**src/rtl/uart_pkg.sv**
```systemverilog
// Shared types and constants for the UART transmit path.
// The bit timer in this package's companion module is also meant for the RX side.
package uart_pkg;

  typedef enum logic [2:0] {
    ST_IDLE   = 3'd0,
    ST_START  = 3'd1,
    ST_DATA   = 3'd2,
    ST_PARITY = 3'd3,
    ST_STOP   = 3'd4
  } tx_state_e;

  localparam int FRAME_W              = 11;
  localparam int DEFAULT_CLKS_PER_BIT = 868;

  localparam logic [3:0] SEL_START      = 4'd0;
  localparam logic [3:0] SEL_FIRST_DATA = 4'd1;
  localparam logic [3:0] SEL_LAST_DATA  = 4'd8;
  localparam logic [3:0] SEL_PARITY     = 4'd9;
  localparam logic [3:0] SEL_STOP       = 4'd10;

  localparam logic [FRAME_W-1:0] IDLE_FRAME = 11'h400;

  // Parity bit that makes the total count of ones even (odd = 0) or odd (odd = 1).
  function automatic logic calc_parity(input logic [7:0] data, input logic en, input logic odd);
    return en ? ((^data) ^ odd) : 1'b0;
  endfunction

endpackage

```
**src/rtl/uart_bit_timer.sv**
```systemverilog
// Free-running bit-period counter with synchronous clear and terminal-count strobe.
// tc is high during the last cycle of each CLKS_PER_BIT-long bit period.
module uart_bit_timer
  #(
    parameter int CLKS_PER_BIT = 868,
    parameter int CNT_W        = $clog2(CLKS_PER_BIT)
  )
  (
    input  logic clk,
    input  logic rst_n,
    input  logic clr,
    input  logic en,
    output logic tc
  );

  localparam logic [CNT_W-1:0] CNT_LAST = CNT_W'(CLKS_PER_BIT - 1);

  logic [CNT_W-1:0] cnt_q;
  logic [CNT_W-1:0] cnt_d;
  logic             tc_s;

  // Terminal-count detect and next count value.
  always_comb begin
    cnt_d = cnt_q;
    tc_s  = en && (cnt_q == CNT_LAST);
    if (clr) begin
      cnt_d = {CNT_W{1'b0}};
    end else if (tc_s) begin
      cnt_d = {CNT_W{1'b0}};
    end else if (en) begin
      cnt_d = cnt_q + CNT_W'(1);
    end else begin
      cnt_d = cnt_q;
    end
  end

  // Count register.
  always_ff @(posedge clk or negedge rst_n) begin
    if (!rst_n) begin
      cnt_q <= {CNT_W{1'b0}};
    end else begin
      cnt_q <= cnt_d;
    end
  end

  assign tc = tc_s;

endmodule

```
**src/rtl/uart_tx_ctrl.sv**
```systemverilog
// UART transmit controller: latches a byte into an 11-bit frame and steps the
// downstream mux select through it, holding each bit for CLKS_PER_BIT cycles.
module uart_tx_ctrl
  import uart_pkg::*;
  #(
    parameter int CLKS_PER_BIT = DEFAULT_CLKS_PER_BIT,
    parameter int CNT_W        = $clog2(CLKS_PER_BIT)
  )
  (
    input  logic               clk,
    input  logic               rst_n,
    input  logic [7:0]         tx_data,
    input  logic               tx_valid,
    input  logic               parity_en,
    input  logic               parity_odd,
    output logic               tx_ready,
    output logic [FRAME_W-1:0] frame,
    output logic [3:0]         sel,
    output logic               busy,
    output logic               tx_done
  );

  tx_state_e          state_q, state_d;
  logic [3:0]         sel_q, sel_d;
  logic [FRAME_W-1:0] frame_q, frame_d;
  logic               tx_ready_q, tx_ready_d;
  logic               busy_q, busy_d;
  logic               tx_done_q, tx_done_d;
  logic               par_en_q, par_en_d;
  logic               accept_s;
  logic               bit_end_s;

  assign accept_s = tx_valid && tx_ready_q && (state_q == ST_IDLE);

  uart_bit_timer #(
    .CLKS_PER_BIT (CLKS_PER_BIT),
    .CNT_W        (CNT_W)
  ) u_bit_timer (
    .clk   (clk),
    .rst_n (rst_n),
    .clr   (accept_s),
    .en    (busy_q),
    .tc    (bit_end_s)
  );

  // Next-state, select and frame logic.
  always_comb begin
    state_d    = state_q;
    sel_d      = sel_q;
    frame_d    = frame_q;
    tx_ready_d = tx_ready_q;
    par_en_d   = par_en_q;
    tx_done_d  = 1'b0;
    case (state_q)
      ST_IDLE: begin
        if (accept_s) begin
          frame_d    = {1'b1, calc_parity(tx_data, parity_en, parity_odd), tx_data, 1'b0};
          par_en_d   = parity_en;
          sel_d      = SEL_START;
          tx_ready_d = 1'b0;
          state_d    = ST_START;
        end else begin
          state_d = ST_IDLE;
        end
      end
      ST_START: begin
        if (bit_end_s) begin
          sel_d   = SEL_FIRST_DATA;
          state_d = ST_DATA;
        end else begin
          state_d = ST_START;
        end
      end
      ST_DATA: begin
        if (!bit_end_s) begin
          state_d = ST_DATA;
        end else if (sel_q < SEL_LAST_DATA) begin
          sel_d = sel_q + 4'd1;
        end else if (par_en_q) begin
          sel_d   = SEL_PARITY;
          state_d = ST_PARITY;
        end else begin
          sel_d   = SEL_STOP;
          state_d = ST_STOP;
        end
      end
      ST_PARITY: begin
        if (bit_end_s) begin
          sel_d   = SEL_STOP;
          state_d = ST_STOP;
        end else begin
          state_d = ST_PARITY;
        end
      end
      ST_STOP: begin
        if (bit_end_s) begin
          tx_ready_d = 1'b1;
          tx_done_d  = 1'b1;
          state_d    = ST_IDLE;
        end else begin
          state_d = ST_STOP;
        end
      end
      default: begin
        // Unreachable encoding: park on the stop bit so the line stays high.
        state_d    = ST_IDLE;
        sel_d      = SEL_STOP;
        frame_d    = IDLE_FRAME;
        tx_ready_d = 1'b1;
      end
    endcase
    busy_d = (state_d != ST_IDLE);
  end

  // State and output registers.
  always_ff @(posedge clk or negedge rst_n) begin
    if (!rst_n) begin
      state_q    <= ST_IDLE;
      sel_q      <= SEL_STOP;
      frame_q    <= IDLE_FRAME;
      tx_ready_q <= 1'b1;
      busy_q     <= 1'b0;
      tx_done_q  <= 1'b0;
      par_en_q   <= 1'b0;
    end else begin
      state_q    <= state_d;
      sel_q      <= sel_d;
      frame_q    <= frame_d;
      tx_ready_q <= tx_ready_d;
      busy_q     <= busy_d;
      tx_done_q  <= tx_done_d;
      par_en_q   <= par_en_d;
    end
  end

  assign tx_ready = tx_ready_q;
  assign frame    = frame_q;
  assign sel      = sel_q;
  assign busy     = busy_q;
  assign tx_done  = tx_done_q;

endmodule
```
**config.mk**
```make
export PLATFORM = sky130hd
export DESIGN_NAME = uart_tx_ctrl
export DESIGN_NICKNAME = d
export VERILOG_FILES = /design/src/rtl/uart_pkg.sv /design/src/rtl/uart_bit_timer.sv /design/src/rtl/uart_tx_ctrl.sv
export SDC_FILE = /design/constraint.sdc
export NUM_CORES = 1
export LEC_CHECK = 0
export CAP_MARGIN = 20
export CORE_ASPECT_RATIO = 1.5
export CORE_MARGIN = 2
export CORE_UTILIZATION = 43
export DETAILED_ROUTE_END_ITERATION = 16
export GPL_ROUTABILITY_DRIVEN = 1
export PLACE_DENSITY = 0.68
export SETUP_SLACK_MARGIN = 0.2
export SYNTH_ARGS = -nofsm -noshare
export SYNTH_HDL_FRONTEND = slang
export SYNTH_SLANG_ARGS = --single-unit
```
**constraint.sdc**
```tcl
create_clock -name clk -period 2.4 [get_ports clk]
set_input_delay 0.48 -clock clk [delete_from_list [all_inputs] [get_ports clk]]
set_output_delay 0.48 -clock clk [all_outputs]
set_load 0.01 [all_outputs]
```
# After elaboration in Yosys (flattened, before gate mapping)
# Cells that the tools add are included.
[totals]
word_cells = 64
out_inout_bits = 18
ff_bits = 32
in_bits = 13
[classes]
n_lt_le_gt_ge = 1
n_addsub = 2
reduce_logical = 13
eq_ne = 10
bitwise = 4
n_mux = 26
[op_table]
columns = ["op", "n"]
rows = [
  ["$mux W10", 3],
  ["$pmux W11 S2", 1],
  ["$mux W4", 5],
  ["$pmux W4 S5", 1],
  ["$mux W3", 5],
  ["$pmux W3 S5", 1],
  ["$mux W11", 1],
  ["$add A10 B1 Y10 const B", 1],
  ["$eq A10 B10 Y1 const B", 1],
  ["$ne A2 B2 Y1 const B", 5],
  ["$reduce_xor A8 Y1", 1],
  ["$eq A3 B2 Y1 const B", 2],
  ["$mux W1", 6],
  ["$reduce_bool A3 Y1", 2],
  ["$reduce_and A5 Y1", 1],
  ["$add A4 B1 Y4 const B", 1],
  ["$lt A4 B4 Y1 const B", 1],
  ["$mux W2", 2],
  ["$reduce_and A2 Y1", 2],
  ["$reduce_or A4 Y1", 1],
  ["$eq A3 B1 Y1 const B", 1],
  ["$eq A3 B3 Y1 const B", 1],
  ["$logic_and A1 B1 Y1", 3],
  ["$logic_not A3 Y1", 1],
  ["5 further kinds", 7],
]

# Depth between registers and ports, before layout
# Gate-level depths: netlist of the first run.
[logic_depth]
word_depth = 5
mapped_depth = 6
mapped_depth_nobuf = 5

# Modules after synthesis
# A second synthesis of the first run with hierarchy kept.
[unflattened]
hier_cells = 153
area_unflattened_um2 = 1602.8
[by_module_without_submodules]
columns = ["mod", "area_each_um2", "seq_area_each_um2", "cells_per_inst", "n_inst"]
rows = [
  ["uart_tx_ctrl", 1018.5, 504.2, 95, 1],
  ["uart_bit_timer", 584.3, 250.2, 58, 1],
]

# Worst setup path after synthesis of the first run
# OpenSTA, ideal clock, no wires.
[synth_timing]
path_type = "register to register"
startpoint = "register u_bit_timer.cnt_q[0]"
endpoint = "register sel_q[0] (netlist: sel[0])"
required_ns = 2.275
synth_period_minus_slack_ns = 1.569
n_path_buf = 0
path_slack_ns = 0.831
path_stages_with_launch = 6
arrival_time_ns = 1.444
setup_ns = 0.125
cell_sequence = "dfrtp_1 -> ha_1 -> nor4b_4 -> nand4b_1 -> nand2_1 -> mux2_2"
[synth_via]
elab_chain_cells = 4
word_cells_on_any_way = 6
classes_between = "eq/ne: 4; reduce/logical: 2"
[synth_rtl]
columns = ["item", "line", "source"]
rows = [
  ["from (decl)", "uart_bit_timer.sv:18", "logic [CNT_W-1:0] cnt_q;"],
  ["from (signal assigned)", "uart_bit_timer.sv:40", "cnt_q <= {CNT_W{1'b0}};"],
  ["from (signal assigned)", "uart_bit_timer.sv:42", "cnt_q <= cnt_d;"],
  ["$eq A10 B10 Y1 (*)", "uart_bit_timer.sv:25", "tc_s = en && (cnt_q == CNT_LAST);"],
  ["$logic_and A1 B1 Y1 (*)", "uart_bit_timer.sv:25", ""],
  ["$ne A2 B2 Y1 (no line)", "n/a", ""],
  ["$reduce_and A5 Y1 (no line) (*)", "n/a", ""],
  ["to (signal assigned)", "uart_tx_ctrl.sv:127", "sel_q <= sel_d;"],
  ["to (decl)", "uart_tx_ctrl.sv:24", "logic [3:0] sel_q, sel_d;"],
]
# Every way passes the cells marked *; elsewhere a longest branch is shown, timed or not.
# A chain may end at the register's enable or synchronous reset.

# Final worst setup path of the first run
[layout_timing]
startpoint = "register busy_q (netlist: busy)"
endpoint = "output port busy"
[layout_rtl]
columns = ["item", "line", "source"]
rows = [
  ["from (decl)", "uart_tx_ctrl.sv:27", "logic busy_q, busy_d;"],
  ["from (signal assigned)", "uart_tx_ctrl.sv:130", "busy_q <= busy_d;"],
  ["to (decl)", "uart_tx_ctrl.sv:19", "output logic busy,"],
]
# No word-level cell between the ends.

==> results.md, run 1 <==
- The run finished with clean final reports.
- The static leakage is 0.873 nW.
- The full die area is 4240 um^2.
- The number of gates resized after CTS was 0.
- Row generation in the floorplan step produced 27 rows.
- In this run, synthesis inferred 0 flip-flops with an integrated enable.
- The first-iteration detailed-routing DRC count is 24.
- After detailed routing, the number of vias per cell comes to 5.41.
- The worst setup margin is 0.484 ns.
- The number of filler instances in the final layout is 324.
- The first-pass GRT wire length is 5810 um.
- The library cell used most frequently in the layout, excluding fill and tap cells, is clkdlybuf4s50_1.
- Counting every net in the synthesized netlist gives 169.
- The path class of the tightest hold or removal check is reg -> reg.
- Traced cell by cell, the critical path runs through clkdlybuf4s50_1.
- Summing all multi-input logic gate instances after layout gives 771 um^2.
- The area used by sequential logic in the layout is 754 um^2.
- The number of nets in the final layout is 198.
- The HPWL reported at the end of detailed placement is 2400 um.
- Together, buffers and inverters on the worst path number 1.
- Counting every instance in the synthesized netlist gives 154.
- The area of the core region is 3610 um^2.
- The count of TritonRoute iterations in the first routing pass is 4.
- Compared with the post-synthesis result, the final layout area differs by 23.3%.
- In the layout the commonest cells are 28 x clkdlybuf4s50_1, 27 x dfrtp_1, 15 x nand2_1.
- The slowest stage of the critical path belongs to the cell clkdlybuf4s50_1.
- The number of different library cells used by synthesis comes to 47.
- The clock-pin slew reported for the worst setup and hold paths after clock tree synthesis is 0.06 ns.
- The starting density of the core is 44.3%.
- The top-level port count is 31.
- Data on the critical path is required at its endpoint by 1.92 ns.
- Of the available clock period, the critical path in the final layout requires 79.8%.
- The repair_antennas step left the layout with diodes totalling 0.
- In the synthesized netlist the dominant register cell turns out to be dfrtp_1.
- The insertion delay of the later-clocked pin in the worst-skew pair is 0.28 ns.
- The number of port buffers is 28.
- In this run the vertical extent of the chip is 78.7 um.
- The horizontal die dimension is 53.8 um.
- The number of hold-repair buffers added at the cts stage is 0.
- Sequential cells were found to cover 47.1% of the synthesized design area.
- Of all nets on the critical path, the largest fanout is 11.
- The clock passes through at most 2 buffers.
- The startpoint type of the worst setup path is a flop.
- Setup repair after global routing left no endpoint under its margin.
- Summed over all layers, the global routing overflow is 0.
- The total number of vias is 1,229.
- The count of unresolved DRC violations after routing is 0.
- The kind of cell adding the most delay to the critical path is buffers and inverters.
- The post-synthesis register bit count is 30.
- The async set-reset flop share out of synthesis is 100%.
- The congestion estimate from routability-driven global placement came to 0.813.
- The post-CTS setup buffer count is 0.
- Across the VDD grid, the largest voltage drop is 0.378 mV.
- The post-route setup TNS is 0 ns.
- The number of antenna violations at the first check in global routing is 0.
- The H-tree depth is 2.
- The class of the most critical setup path is reg -> out.
- For this block, the routed nets add up to 3340 um of wire.
- The clock tree root buffer cell is clkbuf_8.
- The netlist area before placement is 1600 um^2.
- The detail-routed net length per standard cell is 14.7 um.
- The number of routed nets with antenna violations is 0.
- The via count of the first global-routing pass is 1,290.
- The total CTS buffers is 5.
- The mean post-synth cell area is 10.4 um^2.
- The maximum clock frequency is 522 MHz.
- The TritonCTS clock tree is yes.
- Global routing consumed, over all layers together, 18.4% of the routing resources.
- The routed design could run at a clock period as short as 1.92 ns.
- The worst setup path is captured at an output pin.
- The number of hold-slack violations in the final timing report is 0.
- Timing analysis after detailed placement gives a worst setup slack of 0.326 ns.
- The number of setup violations in the final report is 0.
- The maximum cell stage delay along the critical path is 0.60 ns.
- The critical path data arrival time is 1.44 ns.
- During synthesis, Yosys emitted a total of 0 warnings.
- The number of max-slew violations in the final report is 0.
- The CTS sink count is 30.
- The final worst clock skew is 0.00695 ns.
- The proportion of layout cells with a drive suffix above 1 is 8.70%.
- Entering global routing, the biggest net connects 31 pins.
- In this run the power density over the cells is 481 nW/um^2.
- The number of maximum-capacitance constraint violations is 0.
flip-flops by register name, indices dropped and copies added (netlist names):
signal and cells:
u_bit_timer.cnt_q 10, sel 4, frame 9, tx_ready 1, busy 1, par_en_q 1
state_q 3, tx_done 1
cell type report:
class / instances / area share (%)
Multi-Input combinational cell: 111 / 39.1
Clock buffer: 8 / 4.06
Timing Repair Buffer: 30 / 15.0
Tap cell: 43 / 2.73
Sequential cell: 30 / 38.2
Inverter: 5 / 0.951
per-layer routing:
metal / track usage, % / routed length [um] / up-vias
li1: - / - / 601
met1: 23.1 / 1410 / 607
met2: 29.6 / 1760 / 15
met3: 3.76 / 106 / 6
met4: 7.95 / 63 / 0
met5: 0 / 0 / -
per-stage QoR:
| stage | power, mW | cells | utilization [%] | cell area, um^2 | hold WS [ns] |
|---|---|---|---|---|---|
| finish | 0.949 | 227 | 54.6 | 1970 | 0.498 |
| global placement | 0.578 | 219 | 52.4 | 1890 | 0.484 |
| floorplan | 0.544 | 154 | - | 1600 | 0.184 |
| CTS | 0.965 | 227 | 54.6 | 1970 | 0.503 |
| detailed placement | 0.579 | 219 | 52.4 | 1890 | 0.487 |
| global route | 0.986 | 227 | 54.6 | 1970 | 0.532 |
worst reg2reg max path, stage by stage, from the launching register on:
cell and delay, ns:
dfrtp_1 0.41, ha_1 0.23, nor4b_4 0.29, nand4b_1 0.23, nand2_1 0.19, mux2_2 0.35
path summary, 6_finish.rpt:
path                                 startpoint       end  slack (ns)  cells after the start
min                                    frame[2]  frame[2]        0.50                      1
min in group asynchronous                 rst_n   tx_done        0.58                      2
max in group asynchronous                 rst_n    sel[1]        1.50                      2
max                                        busy      busy        0.48                      1
max reg2reg                u_bit_timer.cnt_q[0]    sel[0]        0.59                      5
min reg2reg                            frame[2]  frame[2]        0.50                      1
kinds of logic (layout without fill, tap and decap cells):
logic type | after synthesis | in the layout | synth area share, %
compound gates | 32 | 32 | 14.5
xor+xnor | 13 | 13 | 7.97
fa+ha+maj | 2 | 2 | 1.56
buf+inv | 13 | 43 | 4.69
flops | 30 | 30 | 47.1
mux | 4 | 4 | 2.66
other cells | 2 | 2 | 0.469
simple gates | 58 | 58 | 21.0
cell usage after synthesis (2+ instances only):
library cell / instances / area share (%)
dfrtp_1: 27 / 42
nand2_1: 15 / 3.5
nor2_1: 9 / 2.1
a21oi_1: 8 / 2.5
a22o_1: 8 / 4.4
xnor2_1: 8 / 4.4
inv_1: 5 / 1.2
nand3_1: 5 / 1.6
and3_1: 4 / 1.6
nand4_1: 4 / 1.6
nor2b_1: 4 / 1.6
xor2_1: 4 / 2.2
buf_2: 3 / 0.94
dfstp_2: 3 / 4.9
nor3_1: 3 / 0.94
a31oi_1: 2 / 0.78
and3b_1: 2 / 1.1
buf_4: 2 / 0.94
buf_6: 2 / 1.4
conb_1: 2 / 0.47
ha_1: 2 / 1.6
mux2_2: 2 / 1.4
mux2i_1: 2 / 1.3
o211ai_1: 2 / 0.94
o21ai_0: 2 / 0.63
o21bai_1: 2 / 0.94
o22a_1: 2 / 1.1
report_power, final:
part           total, mW  internal, mW  switching (mW)  leakage [nW]
registers          0.506         0.506               0         0.368
clock network      0.380         0.205           0.175        0.0395
logic             0.0626        0.0365          0.0261         0.465
Note: power is estimated with default switching activity, not from simulation.
==> run 2, diff against run 1 <==
--- a/config.mk
+++ b/config.mk
@@ -11,7 +11,7 @@
 export CORE_UTILIZATION = 43
 export DETAILED_ROUTE_END_ITERATION = 16
 export GPL_ROUTABILITY_DRIVEN = 1
-export PLACE_DENSITY = 0.68
+export PLACE_DENSITY = 0.71
 export SETUP_SLACK_MARGIN = 0.2
 export SYNTH_ARGS = -nofsm -noshare
 export SYNTH_HDL_FRONTEND = slang
==> constraint.sdc (replaced) <==
create_clock -name clk -period 1.6 [get_ports clk]
set_input_delay 0.32 -clock clk [delete_from_list [all_inputs] [get_ports clk]]
set_output_delay 0.32 -clock clk [all_outputs]
set_load 0.01 [all_outputs]
==> run 2 against run 1 <==
The flow now finishes with violations (setup timing). Clock-buffer cell count shrank 1. Clock skew down 0.0010 ns. Global-route usage rose by 3.5 points. Critical path depth up 4. Worst hold slack worse by 0.11 ns. Power rose by 50%. Utilization rose by 9.0 points. Combinational power rose by 57%. First-iteration DRC count up 42%. Sequential power up 50%. Critical path type is now reg -> reg. Highest routed layer unchanged.
==> results.md, run 2 (synthesis gave the netlist of run 1 again) <==
- Measured along the x axis, the die boundary spans 53.8 um.
- The static leakage is 1.08 nW.
- The number of max-slew violations in the final report was 0.
- STA classifies the critical path startpoint as a flop.
- The final cycle utilization of the critical path is 101%.
- The worst-path maximum fanout is 3.
- The total area inside the core boundary comes to 3610 um^2.
- STA puts the critical path data arrival time at 1.78 ns.
- At the later pin of the worst-skew pair, clock insertion delay measures 0.28 ns.
- Leaving out fill and tap cells, the most frequent cell in the layout is dfrtp_1.
- Clock tree synthesis selected as its root buffer the cell clkbuf_8.
- The number of antenna violations at the first check in global routing is 0.
- The area added between synthesis and finish is 43.7%.
- Counting I/O delays and the setup requirement, the final critical path takes 1.61 ns.
- The worst hold path belongs to the class in -> async.
- The register with the most flip-flops in the layout has 10 of them.
- The number of diodes is 0.
- The clock-pin slew reported for the worst setup and hold paths after clock tree synthesis is 0.06 ns.
- The worst slew slack as a fraction of its limit is 53.1%.
- The buffer levels on the longest clock path is 2.
- The clock tree synthesis step divided the H-tree into 2 levels.
- The flow ran to the end, but the final reports show violations.
- The final reports fail on setup timing.
- The number of port buffers is 28.
- The final standard cell count with taps included and fillers excluded is 251.
- In this run the power density over the cells is 620 nW/um^2.
- The pin slew with the least headroom to its limit is 0.685 ns.
- The top cell types in the final layout, fill and taps aside, are 26 x dfrtp_1, 21 x buf_4, 18 x dlygate4sd2_1.
- The top-level port count is 31.
- In the final design database the tool counted 223 nets.
- The tree built by TritonCTS fans out to 30 sinks.
- The number of clock buffers added by TritonCTS is 5.
- The average via count per standard cell is 5.59.
- The largest net degree at the start of global routing is 31.
- On the final layout, the worst clock skew is 0.00595 ns.
- The via count of the first global-routing pass is 1,509.
- The number of hold buffers added after CTS was 0.
- The count of TritonRoute iterations in the first routing pass is 4.
- The sum of overflow across all layers after global routing is 0.
- The worst setup path is captured at a flop.
- The tool flagged a number of max-cap violations equal to 0.
- The first routing iteration left 34 violations.
- The die is 78.7 um tall.
- Setup repair after global routing could not meet its margin everywhere.
- The setup slack after placement is -0.362 ns.
- Once the floorplan was initialized, standard cells occupied 44.3% of the core.
- For the worst setup path, the data required time is 1.77 ns.
- The register ranked first by flip-flop count is u_bit_timer.cnt_q.
- The proportion of layout cells with a drive suffix above 1 is 32.7%.
- The number of hold-slack violations in the final timing report is 0.
- In the routed design, unresolved DRC markers number 0.
- Counting tap cells, the placed design contains a total of 233 instances.
- The initialized floorplan defines 27 standard-cell rows.
- The total number of vias is 1,403.
- The die covers 4240 um^2.
- The first global-routing pass estimated 6770 um of wire.
- Derived from the worst setup path, the maximum achievable clock frequency is 620 MHz.
- The HPWL reported at the end of detailed placement is 2720 um.
- Hold is met by 0.391 ns.
- TritonCTS built the clock tree.
- The total track usage is 21.9%.
- The layout has 300 filler cells.
- The routed design has 4120 um of wire.
- The weighted congestion at the end of routability-driven global placement is 0.777.
- The setup path with the least slack is of type reg -> reg.
- VDD sags by at most 0.604 mV.
- After layout, the worst setup slack is -0.0140 ns.
- The number of routed nets with antenna violations is 0.
- In the final routed layout, each cell accounts on average for 16.4 um.
- The number of setup violations in the final report is 3.
- Summed over all failing endpoints, the final setup total negative slack is -0.0339 ns.
-- run 2: cell types whose count changed in the layout (fill, tap and decap cells not counted), sizes merged --
| cell | change |
|---|---|
| clkdlybuf4s15 | +1 |
| buf | +27 |
| dlygate4sd2 | +18 |
| clkdlybuf4s50 | -22 |
-- run 2: critical path: stages, from the launching register on --
cell	delay, ns
dfrtp_1	0.35
ha_2	0.18
nor4b_4	0.32
nand4b_1	0.20
nand2_2	0.14
mux2_4	0.30
-- run 2: routing by layer --
| layer | vias up | wire length [um] | GRT usage [%] |
|---|---|---|---|
| met5 | - | 0 | 0 |
| met4 | 0 | 127 | 10.0 |
| met3 | 15 | 161 | 7.71 |
| met2 | 37 | 2270 | 36.6 |
| met1 | 697 | 1560 | 23.8 |
| li1 | 654 | - | - |
-- run 2: layout make-up --
type / count / area, um^2 / area share, %
repair buffers: 55 / 494 / 21.5
clock buffers: 7 / 76.3 / 3.32
well taps: 43 / 53.8 / 2.34
flip-flops and latches: 30 / 756 / 32.9
multi-input cells: 111 / 901 / 39.2
inverters: 5 / 18.8 / 0.816
-- run 2: power by group --
| group | internal [mW] | switching [mW] |
|---|---|---|
| logic | 0.0564 | 0.0420 |
| clock network | 0.299 | 0.269 |
| registers | 0.759 | 0 |
-- run 2: path summary, 6_finish.rpt --
path,startpoint,to,slack (ns),depth (start not counted)
max,u_bit_timer.cnt_q[1],sel[0],-0.01,5
min,rst_n,u_bit_timer.cnt_q[2],0.39,2
max reg2reg,u_bit_timer.cnt_q[1],sel[0],-0.01,5
min reg2reg,frame[1],frame[1],0.50,1
max in group asynchronous,rst_n,tx_ready,0.97,2
min in group clk,tx_data[1],frame[2],0.42,2
-- run 2: through the flow --
step | total power, mW | utilization, % | cell area [um^2]
after detailed placement | 0.875 | 56.2 | 2030
final | 1.43 | 63.6 | 2300
after global routing | 1.48 | 63.6 | 2300
after CTS | 1.43 | 59.8 | 2160
after floorplan | 0.816 | - | 1610
after global placement | 0.872 | 56.2 | 2030
-- run 2: repair_timing --
action | CTS | global route
pin swaps | 9 | 15
resized for setup | 43 | 23
buffers inserted | 4 | 7
setup endpoints to repair | 40 | 31
